**src/rtl/relay_pkg.sv**
```systemverilog
// Shared definitions for relay push-button channels: key FSM encoding,
// default timing constants and a counter-width helper.
package relay_pkg;

  typedef enum logic [1:0] {
    K_IDLE  = 2'd0,
    K_PRESS = 2'd1,
    K_LONG  = 2'd2
  } key_state_t;

  // Defaults assume a 50 MHz clk.
  localparam int unsigned DEF_DEB_CYCLES  = 32'd1000000;
  localparam int unsigned DEF_LONG_CYCLES = 32'd100000000;
  localparam int unsigned DEF_HOLD_CYCLES = 32'd25000000;

  // Bits needed to hold values 0..max_val, never less than one.
  function automatic int unsigned cnt_width(input int unsigned max_val);
    int unsigned w;
    w = 1;
    while ((w < 32) && ((max_val >> w) != 0)) w++;
    return w;
  endfunction

endpackage

```
**src/rtl/key_debounce.sv**
```systemverilog
// Two-flop synchroniser plus consecutive-sample debouncer for an active-low
// push-button; key_db follows the input only after DEB_CYCLES stable clocks.
module key_debounce
  import relay_pkg::*;
#(
  parameter int unsigned DEB_CYCLES = DEF_DEB_CYCLES
) (
  input  logic CLK,
  input  logic RSTn,
  input  logic BNT,
  output logic key_db
);

  localparam int unsigned   DW       = cnt_width(DEB_CYCLES);
  localparam logic [DW-1:0] DEB_LAST = DW'(DEB_CYCLES - 1);

  logic          sync_1;
  logic          sync_2;
  logic [DW-1:0] deb_cnt;

  // Reset to the released level so a held key is seen as a new press.
  always_ff @(posedge CLK or negedge RSTn) begin
    if (!RSTn) begin
      sync_1 <= 1'b1;
      sync_2 <= 1'b1;
    end else begin
      sync_1 <= BNT;
      sync_2 <= sync_1;
    end
  end

  always_ff @(posedge CLK or negedge RSTn) begin
    if (!RSTn) begin
      key_db  <= 1'b1;
      deb_cnt <= '0;
    end else if (sync_2 == key_db) begin
      deb_cnt <= '0;
    end else if (deb_cnt == DEB_LAST) begin
      key_db  <= sync_2;
      deb_cnt <= '0;
    end else begin
      deb_cnt <= deb_cnt + DW'(1);
    end
  end

endmodule

```
**src/rtl/relay_key_ctrl.sv**
```systemverilog
// Push-button relay controller: short press toggles the relay (subject to a
// dwell time), long press forces the relay off.
//
// state   | meaning
// --------+-----------------------------------------------------------
// K_IDLE  | key released; a debounced press moves to K_PRESS
// K_PRESS | key held, press counter running; release = short press
// K_LONG  | held past LONG_CYCLES; relay forced off, release ignored
module relay_key_ctrl
  import relay_pkg::*;
#(
  parameter int unsigned DEB_CYCLES  = DEF_DEB_CYCLES,
  parameter int unsigned LONG_CYCLES = DEF_LONG_CYCLES,
  parameter int unsigned HOLD_CYCLES = DEF_HOLD_CYCLES
) (
  input  logic CLK,
  input  logic RSTn,
  input  logic BNT,
  output logic RELAY,
  output logic KEY_PRESS,
  output logic BUSY
);

  localparam int unsigned   PW        = cnt_width(LONG_CYCLES);
  localparam int unsigned   HW        = cnt_width(HOLD_CYCLES);
  localparam logic [PW-1:0] PRESS_MAX = PW'(LONG_CYCLES);
  localparam logic [HW-1:0] HOLD_LOAD = HW'(HOLD_CYCLES);

  key_state_t    state;
  key_state_t    state_nxt;
  logic          key_db;
  logic [PW-1:0] press_cnt;
  logic [PW-1:0] press_cnt_nxt;
  logic [HW-1:0] dwell_cnt;
  logic [HW-1:0] dwell_cnt_nxt;
  logic          relay_q;
  logic          relay_nxt;
  logic          short_rel;
  logic          go_long;
  logic          dwell_open;

  key_debounce #(
    .DEB_CYCLES(DEB_CYCLES)
  ) u_key_debounce (
    .CLK   (CLK),
    .RSTn  (RSTn),
    .BNT   (BNT),
    .key_db(key_db)
  );

  always_ff @(posedge CLK or negedge RSTn) begin
    if (!RSTn) begin
      state     <= K_IDLE;
      press_cnt <= '0;
      relay_q   <= 1'b0;
      dwell_cnt <= '0;
    end else begin
      state     <= state_nxt;
      press_cnt <= press_cnt_nxt;
      relay_q   <= relay_nxt;
      dwell_cnt <= dwell_cnt_nxt;
    end
  end

  // key_db cannot fall again within a clock of returning to K_IDLE, so a low
  // key_db seen in K_IDLE is always the clock right after a falling edge.
  always_comb begin
    state_nxt     = state;
    press_cnt_nxt = press_cnt;
    short_rel     = 1'b0;
    go_long       = 1'b0;
    case (state)
      K_IDLE: begin
        press_cnt_nxt = '0;
        if (!key_db) begin
          state_nxt     = K_PRESS;
          press_cnt_nxt = PW'(1);
        end
      end
      K_PRESS: begin
        if (key_db) begin
          short_rel     = 1'b1;
          state_nxt     = K_IDLE;
          press_cnt_nxt = '0;
        end else if (press_cnt == PRESS_MAX) begin
          go_long   = 1'b1;
          state_nxt = K_LONG;
        end else begin
          press_cnt_nxt = press_cnt + PW'(1);
        end
      end
      K_LONG: begin
        if (key_db) begin
          state_nxt     = K_IDLE;
          press_cnt_nxt = '0;
        end
      end
      default: begin
        state_nxt     = K_IDLE;
        press_cnt_nxt = '0;
      end
    endcase
  end

  // A dwell counter of 1 expires on this very clock, so a toggle is allowed.
  assign dwell_open = (dwell_cnt <= HW'(1));

  always_comb begin
    relay_nxt = relay_q;
    if (go_long) begin
      relay_nxt = 1'b0;
    end else if (short_rel && dwell_open) begin
      relay_nxt = ~relay_q;
    end

    if (relay_nxt != relay_q) begin
      dwell_cnt_nxt = HOLD_LOAD;
    end else if (dwell_cnt != '0) begin
      dwell_cnt_nxt = dwell_cnt - HW'(1);
    end else begin
      dwell_cnt_nxt = '0;
    end
  end

  assign RELAY     = relay_q;
  assign BUSY      = (dwell_cnt != '0);
  assign KEY_PRESS = (state == K_IDLE) && !key_db;

endmodule

```
**config.mk**
```make
export PLATFORM = sky130hd
export DESIGN_NAME = relay_key_ctrl
export DESIGN_NICKNAME = d
export VERILOG_FILES = /design/src/rtl/relay_pkg.sv /design/src/rtl/key_debounce.sv /design/src/rtl/relay_key_ctrl.sv
export SDC_FILE = /design/constraint.sdc
export NUM_CORES = 1
export LEC_CHECK = 0
export CAP_MARGIN = 10
export CORE_UTILIZATION = 47
export CTS_CLUSTER_SIZE = 10
export DETAILED_ROUTE_END_ITERATION = 10
export SETUP_SLACK_MARGIN = 0.2
export SYNTH_ARGS = -nofsm -noshare
export SYNTH_HDL_FRONTEND = slang
export SYNTH_SLANG_ARGS = --single-unit
```
**constraint.sdc**
```tcl
create_clock -name CLK -period 2.8 [get_ports CLK]
set_clock_uncertainty 0.15 [all_clocks]
set_input_delay 0.56 -clock CLK [delete_from_list [all_inputs] [get_ports CLK]]
set_output_delay 0.56 -clock CLK [all_outputs]
set_load 0.05 [all_outputs]
```
==> results of run 1 <==
-- synthesized netlist by cell type, drive strengths merged (3+ instances only) --
library cell and n:
xor2 18, a21oi 20, nor2 50, or2 3
clkbuf 13, o31ai 5, o21ai 26, nor4 8
or4 15, and3 7, dfrtp 75, inv 8
or3 14, nand4 14, dfstp 3, nor3 25
a31oi 6, ha 5, o41ai 3, nand2 36
buf 5, xnor2 24, and4 8, nand3 28
nor4bb 3
-- per-layer routing --
metal	vias up	part of all wire (%)	global-route usage [%]
met5	-	0	0
met4	0	0.90	6.97
met3	7	2.1	4.19
met2	31	49	34.5
met1	1598	48	27.1
li1	1640	-	-
-- registers in the layout (all words and copies together) (netlist names) --
signal,cells
press_cnt,27
RELAY,1
u_key_debounce.sync_2,1
state,2
u_key_debounce.deb_cnt,20
u_key_debounce.sync_1,1
dwell_cnt,25
u_key_debounce.key_db,1
-- path summary, 6_finish.rpt --
kind	startpoint	endpoint	slack, ns	cells past startpoint
max	dwell_cnt[18]	BUSY	0.18	6
min	RSTn	dwell_cnt[13]	0.07	1
max reg2reg	press_cnt[0]	press_cnt[26]	0.34	6
min reg2reg	u_key_debounce.sync_1	u_key_debounce.sync_2	0.21	0
max in group asynchronous	RSTn	press_cnt[10]	1.86	2
min in group CLK	u_key_debounce.sync_1	u_key_debounce.sync_2	0.21	0
-- timing repair --
action | 4_1_cts | 5_1_grt
pin swaps | 1 | 3
buffers inserted | 2 | 4
gates resized for setup | 6 | 14
hold endpoints to repair | 0 | 0
endpoints found under the setup margin | 2 | 30
cloned | 0 | 0
-- power breakdown --
part           total, mW  switching (mW)  internal [mW]
Sequential          1.14         0.00417           1.13
Combinational     0.0406          0.0301         0.0106
Clock              0.910           0.409          0.501
Total               2.09           0.443           1.64
-- layout make-up --
| type | instances | area share, % |
|---|---|---|
| Clock buffer | 10 | 2.73 |
| Clock inverter | 6 | 1.84 |
| Inverter | 8 | 0.642 |
| Multi-Input combinational cell | 338 | 45.6 |
| Sequential cell | 78 | 41.9 |
| Tap cell | 105 | 2.81 |
| Timing Repair Buffer | 25 | 4.49 |
-- stage by stage --
step / area (µm²) / total power, mW / setup WS (ns) / cells / util [%]
after floorplan: 4130 / 1.17 / 0.259 / 442 / -
after global placement: 4350 / 1.20 / 0.273 / 548 / 52.1
after detailed placement: 4350 / 1.20 / 0.242 / 548 / 52.1
after CTS: 4600 / 2.12 / 0.0904 / 566 / 55.2
after global routing: 4680 / 2.17 / 0.0805 / 570 / 56.1
final: 4680 / 2.09 / 0.183 / 570 / 56.1
-- logic make-up (layout without fill, tap and decap cells) --
kind of cell,count (synthesis),count (layout),synth area share [%]
AO/OA/AOI/OAI,67,67,9.49
XOR/XNOR,42,42,8.91
adder cells (fa/ha/maj),5,5,1.52
buffers and inverters,26,49,2.61
flip-flops,78,78,47.4
multiplexers,1,1,0.273
AND/OR/NAND/NOR,223,223,29.8
==> results_dict.tcl, run 1 <==
set metrics [dict create \
    status "complete, no violations" \
    io_buffer_count 5 \
    fill_cells 749 \
    firstDrtPassIters 4 \
    cp_max_fo 2 \
    seq_area_frac_synth_pct 47.4 \
    report.final.slew_viol_count 0 \
    synth.avg_cell_area_um2 9.34 \
    relSlewSlack_pct 59.3 \
    post-route-period-util_pct 93.5 \
    numCtsBuffers 9 \
    synth_flop_cell "dfrtp_1" \
    netlist_area_mm2 0.00413 \
    antenna_found_initial 0 \
    drtAntennaViolNets 0 \
    die_w_um 95.7 \
    gp_congestion 0.822 \
    arrival_ns 1.91 \
    final-hold-violation-count 0 \
    wl_per_cell_um 15.0 \
    rsz0062_at_grt "yes" \
    wirelength_mm 8.57 \
    p_leak_nw 2.14 \
    synthCells 442 \
    track_usage_pct 20.8 \
    diodes 0 \
    die_h_um 95.7 \
    fmax_ghz 0.382 \
    clockBufferDepth 2 \
    root_buffer "clkbuf_8" \
    worstMarginPinSlew_ns 0.611 \
    timing.setup.tns_ns 0 \
    clock_latency_ns 0.35 \
    synth_top_area_share_pct 45.5 \
    start_util_pct 49.5 \
    drv_cap 0 \
    crit_family "simple AND/OR/NAND/NOR gates" \
    grt_overflow_total 0 \
    required_ns 2.09 \
    rows 33 \
    ff_latch_area_mm2 0.00196 \
    grt_max_degree 46 \
    tritoncts "done" \
    synth_largest_area_cell "dfrtp_1" \
    vias_per_cell 5.75 \
    synth_area_leaders "dfrtp_1, xnor2_1, nor2_1" \
    dp_hpwl_mm 5.96 \
    multi_input_area_mm2 0.00214 \
    grt_first_pass_wirelength_mm 14.7 \
    io_pins 6 \
    grt_pass1_vias 3144 \
    ys_async_sr_fraction_pct 100 \
    core_mm2 0.00834 \
    synth_edf_count 0 \
    crit_path_cell_trace "or4_4 -> nor3_4 -> nand2_1 -> nor2_2 -> inv_2 -> buf_6" \
    end_kind "output port" \
    critPathKind "reg -> out" \
    setup_violations 0 \
    powerDensity_mw_per_mm2 446 \
    via_count 3276 \
    cts.clk_slew.worst_paths_ns 0.08 \
    htree_levels 3 \
    final_cell_mix "dfrtp_1, nor2_1, nand2_1, nand3_1, xnor2_1" \
    vdd_drop_max_mv 0.291 \
    first_iter_violations 98 \
    ys_types 52 \
    dieArea_mm2 0.00916 \
    drive_above_1_share_pct 15.7 \
    ctsHoldBuffers 0 \
    syn2layout_area_growth_pct 13.4 \
    finalNetCount 468 \
    fin_crit_ns 2.62 \
    layout_commonest_cell "dfrtp_1" \
    ys_seq_elements 78 \
    cp-start-kind "flop" \
    whs_ns 0.0666 \
    path_buf_inv 2 \
    slowest_delay_ns 0.56 \
    cp_slowest_cell "or4_4" \
    clock_sinks 78 \
    ys_warn_count 0 \
    min_path_type "in -> async" \
    synth_fp_nets 450 \
    drc 0 \
]
Power figures use the tool's default switching activity.
==> run 2: changes to the inputs <==
--- a/config.mk
+++ b/config.mk
@@ -5,7 +5,6 @@
 export SDC_FILE = /design/constraint.sdc
 export NUM_CORES = 1
 export LEC_CHECK = 0
-export CAP_MARGIN = 10
 export CORE_UTILIZATION = 47
 export CTS_CLUSTER_SIZE = 10
 export DETAILED_ROUTE_END_ITERATION = 10
==> results of run 2 <==
Final layout, timing and power as in run 1 (identical DEF).
